`src/rtl/hacd_pkg.sv`:
```
// hacd_pkg: types shared between the CPU request gate and the hawk control unit.
//   cpu_reqpkt_t        - lookup request {valid, hppa} sent to the control unit
//   hawk_cpu_ovrd_pkt_t - grant {allow_access, ppa} returned by the control unit
//   chan_state_t        - per-channel gate state (read channel never uses ST_DATA)
//   PG_OFF_W            - page offset width; the host page number is addr >> PG_OFF_W
package hacd_pkg;

  localparam int PG_OFF_W = 12;
  localparam int HPPA_W   = 52;
  localparam int PPA_W    = 52;

  typedef struct packed {
    logic              valid;
    logic [HPPA_W-1:0] hppa;
  } cpu_reqpkt_t;

  typedef struct packed {
    logic             allow_access;
    logic [PPA_W-1:0] ppa;
  } hawk_cpu_ovrd_pkt_t;

  typedef enum logic [1:0] {
    ST_IDLE  = 2'd0,
    ST_REQ   = 2'd1,
    ST_ISSUE = 2'd2,
    ST_DATA  = 2'd3
  } chan_state_t;

endpackage

```
`src/rtl/hawk_req_gate_chan.sv`:
```
// hawk_req_gate_chan: one address channel of the CPU request gate.
// Accepts a single CPU address, asks the control unit for a translation,
// waits for the grant, then issues the translated address downstream.
// With HAS_WDATA set, write data is only passed after the translated AW
// has handshaken, until the beat carrying wlast.
// Ports:
//   clk, srst                 clock, synchronous active-high reset
//   init_done                 gates acceptance of new addresses
//   cpu_valid/ready/addr/id/len  upstream address channel
//   mem_valid/ready/addr/id/len  downstream (translated) address channel
//   cpu_w_valid/ready/last, mem_w_valid/ready  write-data gate (HAS_WDATA only)
//   reqpkt / ovrd             lookup request to / grant from the control unit
//   tmo_err                   sticky flag: waited too long for a grant
module hawk_req_gate_chan
  import hacd_pkg::*;
#(
  parameter int ADDR_W    = 64,
  parameter int ID_W      = 5,
  parameter int PG_OFF_W  = hacd_pkg::PG_OFF_W,
  parameter int TMO_W     = 16,
  parameter bit HAS_WDATA = 1'b0
) (
  input  logic               clk,
  input  logic               srst,
  input  logic               init_done,
  input  logic               cpu_valid,
  output logic               cpu_ready,
  input  logic [ADDR_W-1:0]  cpu_addr,
  input  logic [ID_W-1:0]    cpu_id,
  input  logic [7:0]         cpu_len,
  output logic               mem_valid,
  input  logic               mem_ready,
  output logic [ADDR_W-1:0]  mem_addr,
  output logic [ID_W-1:0]    mem_id,
  output logic [7:0]         mem_len,
  input  logic               cpu_w_valid,
  output logic               cpu_w_ready,
  input  logic               cpu_w_last,
  output logic               mem_w_valid,
  input  logic               mem_w_ready,
  output cpu_reqpkt_t        reqpkt,
  input  hawk_cpu_ovrd_pkt_t ovrd,
  output logic               tmo_err
);

  localparam int PN_W = ADDR_W - PG_OFF_W;
  localparam logic [TMO_W-1:0] CNT_MAX = {TMO_W{1'b1}};
  // The flag is set on the edge where the counter becomes all-ones.
  localparam logic [TMO_W-1:0] CNT_PRE = {{(TMO_W-1){1'b1}}, 1'b0};

  chan_state_t        state_reg, state_next;
  logic [ADDR_W-1:0]  addr_reg;
  logic [ID_W-1:0]    id_reg;
  logic [7:0]         len_reg;
  logic [PPA_W-1:0]   ppa_reg;
  logic [TMO_W-1:0]   cnt_reg;
  logic               tmo_reg;
  logic               accept;
  logic               w_phase;
  logic [PN_W-1:0]    ppa_fit;

  // Read instance folds this to 0, removing the data gate entirely.
  assign w_phase = HAS_WDATA && (state_reg == ST_DATA);

  always_comb begin
    state_next   = state_reg;
    cpu_ready    = 1'b0;
    mem_valid    = 1'b0;
    cpu_w_ready  = 1'b0;
    mem_w_valid  = 1'b0;
    reqpkt       = '0;
    accept       = 1'b0;

    // Outputs are forced low while reset is asserted so that no handshake
    // can complete in the reset cycle itself.
    if (!srst) begin
      cpu_ready    = init_done && (state_reg == ST_IDLE);
      mem_valid    = (state_reg == ST_ISSUE);
      // Drop valid in the grant cycle so the control unit never sees a
      // second request for the same transaction.
      reqpkt.valid = (state_reg == ST_REQ) && !ovrd.allow_access;
      if (w_phase) begin
        mem_w_valid = cpu_w_valid;
        cpu_w_ready = mem_w_ready;
      end
    end
    reqpkt.hppa = HPPA_W'(addr_reg[ADDR_W-1:PG_OFF_W]);
    accept      = cpu_valid && cpu_ready;

    case (state_reg)
      ST_IDLE:  if (accept) state_next = ST_REQ;
      ST_REQ:   if (ovrd.allow_access) state_next = ST_ISSUE;
      ST_ISSUE: if (mem_valid && mem_ready) state_next = HAS_WDATA ? ST_DATA : ST_IDLE;
      ST_DATA:  if (cpu_w_valid && mem_w_ready && cpu_w_last) state_next = ST_IDLE;
      default:  state_next = ST_IDLE;
    endcase
  end

  always_ff @(posedge clk) begin
    if (srst) begin
      state_reg <= ST_IDLE;
      addr_reg  <= '0;
      id_reg    <= '0;
      len_reg   <= '0;
      ppa_reg   <= '0;
      cnt_reg   <= '0;
      tmo_reg   <= 1'b0;
    end else begin
      state_reg <= state_next;
      if (accept) begin
        addr_reg <= cpu_addr;
        id_reg   <= cpu_id;
        len_reg  <= cpu_len;
      end
      if (state_reg == ST_REQ && ovrd.allow_access) begin
        ppa_reg <= ovrd.ppa;
      end
      // Wait counter: runs only in REQ, saturates, never aborts the wait.
      if (state_reg == ST_REQ) begin
        if (cnt_reg != CNT_MAX) cnt_reg <= cnt_reg + 1'b1;
        if (cnt_reg == CNT_PRE) tmo_reg <= 1'b1;
      end else begin
        cnt_reg <= '0;
      end
    end
  end

  // Wider ppa is truncated, narrower ppa zero-extended.
  assign ppa_fit  = PN_W'(ppa_reg);
  assign mem_addr = {ppa_fit, addr_reg[PG_OFF_W-1:0]};
  assign mem_id   = id_reg;
  assign mem_len  = len_reg;
  assign tmo_err  = tmo_reg;

endmodule

```
`src/rtl/hawk_cpu_req_gate.sv`:
```
// hawk_cpu_req_gate: holds CPU AR/AW transactions until the hawk control unit
// grants them, replaces the host page number with the granted ppa, and keeps
// write data behind its translated AW.
// Ports:
//   clk_i, rst_i, init_done         clock, sync active-high reset, init complete
//   cpu_ar_*, cpu_aw_*              CPU address channels (valid/ready/addr/id/len)
//   cpu_w_valid/ready/last          CPU write-data control
//   mem_ar_*, mem_aw_*              translated address channels to memory
//   mem_w_valid/ready               gated write-data control
//   cpu_rd_reqpkt, cpu_wr_reqpkt    lookup requests to the control unit
//   hawk_cpu_ovrd_rdpkt/_wrpkt      grants from the control unit
//   tmo_err                         sticky {wr, rd} grant-timeout flags
module hawk_cpu_req_gate
  import hacd_pkg::*;
#(
  parameter int ADDR_W   = 64,
  parameter int ID_W     = 5,
  parameter int PG_OFF_W = hacd_pkg::PG_OFF_W,
  parameter int TMO_W    = 16
) (
  input  logic               clk_i,
  input  logic               rst_i,
  input  logic               init_done,
  input  logic               cpu_ar_valid,
  output logic               cpu_ar_ready,
  input  logic [ADDR_W-1:0]  cpu_ar_addr,
  input  logic [ID_W-1:0]    cpu_ar_id,
  input  logic [7:0]         cpu_ar_len,
  input  logic               cpu_aw_valid,
  output logic               cpu_aw_ready,
  input  logic [ADDR_W-1:0]  cpu_aw_addr,
  input  logic [ID_W-1:0]    cpu_aw_id,
  input  logic [7:0]         cpu_aw_len,
  input  logic               cpu_w_valid,
  output logic               cpu_w_ready,
  input  logic               cpu_w_last,
  output logic               mem_ar_valid,
  input  logic               mem_ar_ready,
  output logic [ADDR_W-1:0]  mem_ar_addr,
  output logic [ID_W-1:0]    mem_ar_id,
  output logic [7:0]         mem_ar_len,
  output logic               mem_aw_valid,
  input  logic               mem_aw_ready,
  output logic [ADDR_W-1:0]  mem_aw_addr,
  output logic [ID_W-1:0]    mem_aw_id,
  output logic [7:0]         mem_aw_len,
  output logic               mem_w_valid,
  input  logic               mem_w_ready,
  output cpu_reqpkt_t        cpu_rd_reqpkt,
  output cpu_reqpkt_t        cpu_wr_reqpkt,
  input  hawk_cpu_ovrd_pkt_t hawk_cpu_ovrd_rdpkt,
  input  hawk_cpu_ovrd_pkt_t hawk_cpu_ovrd_wrpkt,
  output logic [1:0]         tmo_err
);

  // Channel index 0 = read, 1 = write (matches the tmo_err bit order).
  logic [1:0]         cpu_valid_a, cpu_ready_a, mem_valid_a, mem_ready_a;
  logic [1:0]         w_ready_a, w_valid_a, tmo_a;
  logic [ADDR_W-1:0]  cpu_addr_a [2];
  logic [ADDR_W-1:0]  mem_addr_a [2];
  logic [ID_W-1:0]    cpu_id_a   [2];
  logic [ID_W-1:0]    mem_id_a   [2];
  logic [7:0]         cpu_len_a  [2];
  logic [7:0]         mem_len_a  [2];
  cpu_reqpkt_t        reqpkt_a   [2];
  hawk_cpu_ovrd_pkt_t ovrd_a     [2];

  assign cpu_valid_a   = {cpu_aw_valid, cpu_ar_valid};
  assign mem_ready_a   = {mem_aw_ready, mem_ar_ready};
  assign cpu_addr_a[0] = cpu_ar_addr;
  assign cpu_addr_a[1] = cpu_aw_addr;
  assign cpu_id_a[0]   = cpu_ar_id;
  assign cpu_id_a[1]   = cpu_aw_id;
  assign cpu_len_a[0]  = cpu_ar_len;
  assign cpu_len_a[1]  = cpu_aw_len;
  assign ovrd_a[0]     = hawk_cpu_ovrd_rdpkt;
  assign ovrd_a[1]     = hawk_cpu_ovrd_wrpkt;

  generate
    for (genvar gi = 0; gi < 2; gi++) begin : g_chan
      hawk_req_gate_chan #(
        .ADDR_W    (ADDR_W),
        .ID_W      (ID_W),
        .PG_OFF_W  (PG_OFF_W),
        .TMO_W     (TMO_W),
        .HAS_WDATA (gi == 1)
      ) u_chan (
        .clk         (clk_i),
        .srst        (rst_i),
        .init_done   (init_done),
        .cpu_valid   (cpu_valid_a[gi]),
        .cpu_ready   (cpu_ready_a[gi]),
        .cpu_addr    (cpu_addr_a[gi]),
        .cpu_id      (cpu_id_a[gi]),
        .cpu_len     (cpu_len_a[gi]),
        .mem_valid   (mem_valid_a[gi]),
        .mem_ready   (mem_ready_a[gi]),
        .mem_addr    (mem_addr_a[gi]),
        .mem_id      (mem_id_a[gi]),
        .mem_len     (mem_len_a[gi]),
        .cpu_w_valid (cpu_w_valid),
        .cpu_w_ready (w_ready_a[gi]),
        .cpu_w_last  (cpu_w_last),
        .mem_w_valid (w_valid_a[gi]),
        .mem_w_ready (mem_w_ready),
        .reqpkt      (reqpkt_a[gi]),
        .ovrd        (ovrd_a[gi]),
        .tmo_err     (tmo_a[gi])
      );
    end
  endgenerate

  assign cpu_ar_ready  = cpu_ready_a[0];
  assign cpu_aw_ready  = cpu_ready_a[1];
  assign mem_ar_valid  = mem_valid_a[0];
  assign mem_aw_valid  = mem_valid_a[1];
  assign mem_ar_addr   = mem_addr_a[0];
  assign mem_aw_addr   = mem_addr_a[1];
  assign mem_ar_id     = mem_id_a[0];
  assign mem_aw_id     = mem_id_a[1];
  assign mem_ar_len    = mem_len_a[0];
  assign mem_aw_len    = mem_len_a[1];
  assign cpu_rd_reqpkt = reqpkt_a[0];
  assign cpu_wr_reqpkt = reqpkt_a[1];
  // The read instance ties its data-gate outputs low, so OR-ing is exact.
  assign cpu_w_ready   = |w_ready_a;
  assign mem_w_valid   = |w_valid_a;
  assign tmo_err       = tmo_a;

endmodule

```
`config.mk`:
```
export PLATFORM = sky130hd
export DESIGN_NAME = hawk_cpu_req_gate
export DESIGN_NICKNAME = d
export VERILOG_FILES = /design/src/rtl/hacd_pkg.sv /design/src/rtl/hawk_req_gate_chan.sv /design/src/rtl/hawk_cpu_req_gate.sv
export SDC_FILE = /design/constraint.sdc
export NUM_CORES = 1
export LEC_CHECK = 0
export CAP_MARGIN = 30
export CELL_PAD_IN_SITES_DETAIL_PLACEMENT = 1
export CELL_PAD_IN_SITES_GLOBAL_PLACEMENT = 1
export CORE_ASPECT_RATIO = 0.7
export CORE_UTILIZATION = 28
export DETAILED_ROUTE_END_ITERATION = 10
export HOLD_SLACK_MARGIN = 0.02
export PLACE_DENSITY_LB_ADDON = 0.1
export SLEW_MARGIN = 30
export SYNTH_ARGS = -nofsm -noshare
export SYNTH_HDL_FRONTEND = slang
export SYNTH_SLANG_ARGS = --single-unit
export TNS_END_PERCENT = 20
```
`constraint.sdc`:
```
create_clock -name clk_i -period 2.5 [get_ports clk_i]
set_input_delay 0.25 -clock clk_i [delete_from_list [all_inputs] [get_ports clk_i]]
set_output_delay 0.25 -clock clk_i [all_outputs]
set_load 0.05 [all_outputs]
```
==> impl_summary.txt, run 1 <==
----------------------------------------------------
[Detailed routing]
  Avg Vias per Cell ... around 4.7
  Drt wl/cell ... around 19 um
  Routed wire length ... roughly 45000 um
  # DRC ... 0
  Routed vias ... 11306
  Violation count after the first detailed-routing iteration ... 460
  DRT antenna net count ... 0
  Detailed-router iteration count before antenna repair ... 4

[Critical path]
  Worst r2r dst ... g_chan[0].u_chan.cnt_reg[15]$_SDFFE_PP0P_
  Number of cells traversed by the worst register-to-register path ... 4
  Kind of critical path ... flop to output pin
  Critical path peak fanout ... 3
  Arrival time at the worst endpoint ... 2130 ps
  Kind of end point of the critical path ... output pin
  Worst reg2reg setup slack ... about 470 ps
  Origin of the critical flop-to-flop path ... g_chan[0].u_chan.cnt_reg[8]$_SDFFE_PP0P_
  Endpoint required time on the critical path ... 2250 ps
  Setup crit start kind ... flop

[Layout]
  Nets ... 2149
  Area of all sequential standard cells ... 5930 um^2
  Largest register FFs ... 128
  Fraction of layout instances using a drive strength above 1 ... 0.0428
  Fill count ... 4341
  Layout overhead on the synthesized area ... 64.2%
  Footprint of the multi-input gates ... 4540 um^2
  Post-route insts no fill ... 2384

[Synth]
  Library cell occupying the most area in the post-synthesis netlist ... dfxtp_1
  Share of synthesized area occupied by flip-flops and latches ... 0.546
  Synthesized Nets ... 1656
  Warnings from Yosys ... 0
  Yosys cell types ... 41
  Leading cell types by total area after synthesis ... dfxtp_1 55%, nand2_1 19%, a21oi_1 13%, clkbuf_1 2.9%, ha_1 0.92%
  Post-synthesis average cell area ... 7.88 um^2
  Number of enable flip-flop cells after synthesis ... 0
  Synth top area share ... 0.546
  Number of flip-flops and latches in the synthesized netlist ... 296
  FFs w/ async S/R, synth ... 0
  Commonest register cell after synthesis ... dfxtp_1
  Mapped Cells ... around 1400
  Netlist Area Pre-Place ... 10900 um^2

[Die]
  Total I/O pin count ... about 540
  Core area ... 37600 um^2
  Die Height ... 167 um
  Die X-Extent ... 237 um
  Effective utilization at floorplan ... 0.288
  Row cnt ... 59
  Area of the die ... 39600 um^2

[Clock tree]
  Number of H-tree levels ... 2
  Clock tree from TritonCTS ... built
  Insertion delay to the later sink of the worst-skew pair ... 510 ps
  Clock buffer count from CTS ... 34
  Sink count of the clock tree ... just under 300
  Clk root buf ... clkbuf_16
  Clock input transition at the sequential cells of the worst setup and hold paths ... 60 ps
  Number of buffers added to fix hold violations after cts ... 0
  Largest buffer count on any clock path ... 3

[Global routing]
  Antenna violations before repair ... 5
  Pin count of the biggest net entering global routing ... 89
  First-pass GRT wire length ... 68100 um
  Gr ovfl total ... 0
  Overall track demand over capacity in global routing ... 0.219
  Number of global-route vias before repair ... 11572

[Placed design]
  Total instance count after detailed placement ... 2323
  Estimated wirelength of the detail-placed design ... 32300 um
  Routability congestion estimate ... between 0.8 and 0.9
  Number of buffers inserted by port buffering ... 537

[Hold path]
  Hold Path Origin ... rst_i
  Endpoint of the worst hold path ... g_chan[1].u_chan.ppa_fit[51]$_SDFFE_PP0P_
  Hold Path Class ... primary input to flop
  Hold Path Cell Cnt ... 2

[Power and ir drop]
  Power density cells ... 712 nW/um^2
  Peak ir drop on the vdd network ... 408 uV
  Total power draw ... 12700 uW
  Static leakage ... 0.00607 uW

[Timing]
  Final Hold Vio Count ... 0
  Total of endpoints with negative setup slack in the final report ... 0
  Hold Worst Slack ... about 63 ps
  Total negative setup slack ... 0 ps
  Unrepaired setup endpoints after global routing ... no
  Pins Over Slew Limit ... 0
  Clock period minus worst slack ... approximately 2400 ps
  Pin slew with the least headroom to its limit ... 945 ps
  Post-route fraction of the period consumed by the critical path ... 0.952
  Highest Clock Rate ... approximately 0.42 GHz
  Worst clock skew ... 10.4 ps
  Relative max-transition margin ... 0.370

[Outcome]
  Result of the run ... completed

[Job]
  Max Cap Viol ... 0

----------------------------------------------------
## worst max path at each step
stage	from	to	slack, ps	cells past startpoint
floorplan	g_chan[0].u_chan.state_reg[1]$_SDFFE_PP0P_	g_chan[0].u_chan.addr_reg[54]$_SDFFE_PP0P_	110	6
finish	g_chan[1].u_chan.state_reg[0]$_SDFFE_PP0P_	mem_aw_valid	120	4
global placement	init_done	cpu_aw_ready	510	3
CTS	g_chan[1].u_chan.state_reg[1]$_SDFFE_PP0P_	cpu_aw_ready	20	4
detailed placement	g_chan[0].u_chan.cnt_reg[10]$_SDFFE_PP0P_	g_chan[0].u_chan.cnt_reg[15]$_SDFFE_PP0P_	460	4
global route	g_chan[1].u_chan.state_reg[0]$_SDFFE_PP0P_	mem_aw_valid	30	4
## layout make-up
| type | instances | share of cell area |
|---|---|---|
| Antenna cell | 3 | 0.000421 |
| Clock buffer | 52 | 0.0585 |
| Clock inverter | 6 | 0.00470 |
| Inverter | 9 | 0.00189 |
| Multi-Input combinational cell | 977 | 0.255 |
| Sequential cell | 296 | 0.332 |
| Tap cell | 488 | 0.0342 |
| Timing Repair Buffer | 553 | 0.313 |
## critical path: stages, from the launching register on
cell and delay (ps):
dfxtp_1 330, inv_1 100, ha_1 190, nor2b_1 160, clkdlybuf4s50_1 840
## power by group
group	switching, uW	leakage [uW]	internal, uW
combinational	1570	0.00312	976
sequential	123	0.00240	4950
clock	2000	0.000554	3070
total	3700	0.00607	9000
## cells in the final DEF (no fill, tap or decap), drive strengths merged, types with 3 or more instances in the layout
cell type and count:
and4 4, or3 5, clkinv 4, nand2 549, o21ai 10, nor2b 5
mux2i 8, and3b 3, clkbuf 53, ha 8, a21oi 282, buf 20
nand4 11, nand2b 10, nor2 12, dfxtp 296, nor3 4, and3 4
a221oi 3, nand3 8, and2 5, inv 9, diode 3, or4 10
a211oi 5, clkdlybuf4s50 531, o31ai 10
## synthesized netlist by cell type (3+ instances only)
cell,number
nand2_1,549
dfxtp_1,296
a21oi_1,282
clkbuf_1,84
nor2_1,12
nand2b_1,10
nand4_1,10
o21ai_0,10
o31ai_1,10
or4_1,10
inv_1,9
ha_1,8
mux2i_1,8
nand3_1,8
a211oi_1,5
and2_1,5
buf_1,5
buf_2,5
nor2b_1,5
or3_1,5
and3_1,4
and4_1,4
nor3_1,4
a221oi_1,3
and3b_1,3
## timing repair
action                     in CTS  in global routing
buffers inserted                0                  0
setup endpoints to repair       0                  2
gates resized for setup         0                  2
## routing by layer
layer	vias to the layer above	global-route usage	share of wire
met1	5391	0.248	0.41
li1	5531	-	-
met3	56	0.0820	0.087
met4	2	0.0600	0.021
met2	326	0.383	0.49
met5	-	0	0.00029
## stage by stage
| step | cell area (um^2) | util | setup slack (ps) |
|---|---|---|---|
| 2_1_floorplan | 10900 | - | 107 |
| 3_3_place_gp | 16700 | 0.443 | 513 |
| 3_5_place_dp | 16700 | 0.443 | 463 |
| 4_1_cts | 17800 | 0.473 | 23.4 |
| 5_1_grt | 17800 | 0.474 | 25.8 |
| 6_report | 17800 | 0.474 | 121 |
## logic make-up after synthesis
| logic type | count (synthesis) | share of synthesized area |
|---|---|---|
| compound gates | 327 | 0.161 |
| fa+ha+maj | 8 | 0.00922 |
| buf+inv | 105 | 0.0376 |
| flops | 296 | 0.546 |
| mux | 8 | 0.00738 |
| simple gates | 634 | 0.239 |
(Power assumes the default switching activity.)
==> run 2, diff against run 1 <==
clock period = 2.3 ns   (was 2.5 ns; I/O delays follow)
==> run 2 against run 1 <==
Worst setup slack improved by 67 ps. Worst hold slack gained 200 ps. Count of clock-buffer cells in the layout grew 2. Sequential power rose by 8.7%. Die area stayed put. Global-route usage increased by 0.16 points. Register-to-register slack got worse by 230 ps. Clock power rose by 8.1%. Sequential share of layout area decreased by 0.16 points. Critical path depth up 1. First-iteration DRC count increased by 5.4%.
==> impl_summary.txt, run 2 (synthesized netlist as in run 1, its figures left out) <==
----------------------------------------------------
[Outcome]
  Result of the run ... completed

[Layout]
  Post-route insts no fill ... 2394
  Nets ... 2154
  Most used cells in the layout excluding fill and tap cells ... 547 x nand2_1, 528 x clkdlybuf4s50_1, 296 x dfxtp_1
  Largest register FFs ... 128
  Layout overhead on the synthesized area ... 65.1%
  Fill count ... 4403
  Fraction of layout instances using a drive strength above 1 ... 0.0448
  Most common cell after layout, fill and taps aside ... nand2_1

[Power and ir drop]
  P_int ... 9810 uW
  Switching Fraction ... 0.289
  Peak ir drop on the vdd network ... 459 uV
  Static leakage ... between 0.006 and 0.007 uW
  Part of the power in registers ... 0.400
  Clock share of power ... 0.398
  Switching power ... 3990 uW
  Power share of the combinational group ... 0.202
  Power density cells ... 770 nW/um^2

[Detailed routing]
  Violation count after the first detailed-routing iteration ... 485
  Drt wl/cell ... 18.7 um
  DRT antenna net count ... 0
  Routed vias ... 11331
  Routed wire length ... between 40000 and 50000 um
  Avg Vias per Cell ... 4.73
  # DRC ... 0
  Detailed-router iteration count before antenna repair ... 5

[Timing]
  Final Hold Vio Count ... 0
  Worst clock skew ... 14.4 ps
  Total of endpoints with negative setup slack in the final report ... 0
  Clock period minus worst slack ... 2110 ps
  Highest Clock Rate ... 0.473 GHz
  Unrepaired setup endpoints after global routing ... no
  Pin slew with the least headroom to its limit ... 951 ps
  Pins Over Slew Limit ... 0
  Relative max-transition margin ... 0.366
  Total negative setup slack ... 0 ps
  Post-route fraction of the period consumed by the critical path ... 0.918

[Clock tree]
  Number of buffers added for setup after CTS ... 0
  Largest buffer count on any clock path ... 3
  Insertion delay to the later sink of the worst-skew pair ... 510 ps
  Sink count of the clock tree ... between 200 and 300
  Clock tree from TritonCTS ... built
  Clock input transition at the sequential cells of the worst setup and hold paths ... 60 ps
  Number of H-tree levels ... 2
  Clk root buf ... clkbuf_16
  Clock buffer count from CTS ... 34

[Die]
  Die Height ... 167 um
  Effective utilization at floorplan ... 0.288
  Row cnt ... 59
  Core area ... 37600 um^2
  Die X-Extent ... 237 um
  Total I/O pin count ... between 500 and 600
  Area of the die ... 39600 um^2

[Global routing]
  First-pass GRT wire length ... roughly 70000 um
  Antenna violations before repair ... 11
  Pin count of the biggest net entering global routing ... ~110
  Overall track demand over capacity in global routing ... 0.220
  Gr ovfl total ... 0
  Number of global-route vias before repair ... 11663

[Critical path]
  Worst r2r dst ... g_chan[0].u_chan.cnt_reg[15]$_SDFFE_PP0P_
  Kind of end point of the critical path ... output pin
  Crit path from ... g_chan[1].u_chan.state_reg[1]$_SDFFE_PP0P_
  Origin of the critical flop-to-flop path ... g_chan[0].u_chan.cnt_reg[3]$_SDFFE_PP0P_
  Destination of the critical timing path ... cpu_wr_reqpkt[52]
  Kind of critical path ... flop to output pin
  Setup crit start kind ... flop
  Endpoint required time on the critical path ... 2070 ps
  Worst reg2reg setup slack ... 240 ps
  Arrival time at the worst endpoint ... between 1500 and 2000 ps
  Number of cells traversed by the worst register-to-register path ... 4
  Critical path peak fanout ... 8

[Hold path]
  Hold Path Class ... primary input to flop

[Placed design]
  Total instance count after detailed placement ... 2327
  Number of buffers inserted by port buffering ... 537
  Estimated wirelength of the detail-placed design ... 32300 um
  Routability congestion estimate ... about 0.79

[Job]
  Max Cap Viol ... 0

----------------------------------------------------
==> run 2: changes by cell type in the layout (fill, tap and decap cells not counted), moves of 2 or more <==
cell,change
buf_4,+4
clkbuf_1,+2
buf_12,+4
diode_2,+5
clkdlybuf4s50_1,-3
==> run 2: how the worst min path moves through the flow <==
| stage | from | end | cells after the start |
|---|---|---|---|
| 6_report | cpu_ar_addr[59] | g_chan[0].u_chan.addr_reg[59]$_SDFFE_PP0P_ | 3 |
| 2_1_floorplan | hawk_cpu_ovrd_rdpkt[0] | g_chan[0].u_chan.ppa_fit[0]$_SDFFE_PP0P_ | 2 |
| 3_5_place_dp | g_chan[0].u_chan.ppa_fit[31]$_SDFFE_PP0P_ | g_chan[0].u_chan.ppa_fit[31]$_SDFFE_PP0P_ | 2 |
| 4_1_cts | cpu_ar_addr[59] | g_chan[0].u_chan.addr_reg[59]$_SDFFE_PP0P_ | 3 |
| 5_1_grt | hawk_cpu_ovrd_rdpkt[47] | g_chan[0].u_chan.ppa_fit[47]$_SDFFE_PP0P_ | 3 |
| 3_3_place_gp | g_chan[1].u_chan.ppa_fit[40]$_SDFFE_PP0P_ | g_chan[1].u_chan.ppa_fit[40]$_SDFFE_PP0P_ | 2 |
==> run 2: critical path, stage by stage (launching register included) <==
cell      delay (ps)
dfxtp_1          330
inv_1            100
ha_1             280
nand2b_1         280
nor2_1           170
buf_4            220
==> run 2: layer usage <==
metal	up-vias	share of wire	GRT usage
met4	4	0.033	0.0917
met2	327	0.47	0.367
li1	5560	-	-
met1	5355	0.42	0.260
met3	85	0.076	0.0736
met5	-	0.00069	0
==> run 2: area by class of cell <==
class                   count  area [um^2]  share of cell area
multi-input cells         977         4550               0.254
inverters                   9         33.8             0.00189
clock buffers              54         1050              0.0586
diodes                      8         20.0             0.00112
repair buffers            558         5660               0.316
clock inverters             4         70.1             0.00391
flip-flops and latches    296         5930               0.331
well taps                 488          611              0.0341
==> run 2: power groups by stage <==
stage | sequential (uW) | clock [uW] | combinational, uW
after CTS | 5520 | 5700 | 2820
after detailed placement | 5630 | 0 | 2810
final | 5520 | 5490 | 2790
after floorplan | 6440 | 0 | 704
after global placement | 5620 | 0 | 2780
after global routing | 5550 | 5910 | 2960
==> run 2: metrics by stage <==
| step | area, um^2 | hold WS [ps] | setup WS [ps] | util | power [uW] |
|---|---|---|---|---|---|
| detailed placement | 16800 | 447 | 278 | 0.445 | 8440 |
| global route | 17900 | 244 | 28.6 | 0.476 | 14400 |
| floorplan | 10900 | 366 | 73.5 | - | 7150 |
| global placement | 16800 | 440 | 365 | 0.445 | 8390 |
| CTS | 17900 | 236 | 86.6 | 0.475 | 14000 |
| finish | 17900 | 263 | 187 | 0.476 | 13800 |
==> run 2: timing repair <==
| item | 4_1_cts | 5_1_grt |
|---|---|---|
| endpoints found under the hold margin | 7 | 0 |
| hold buffers | 1 | 0 |
| resized for setup | 1 | 1 |
| setup endpoints to repair | 1 | 1 |
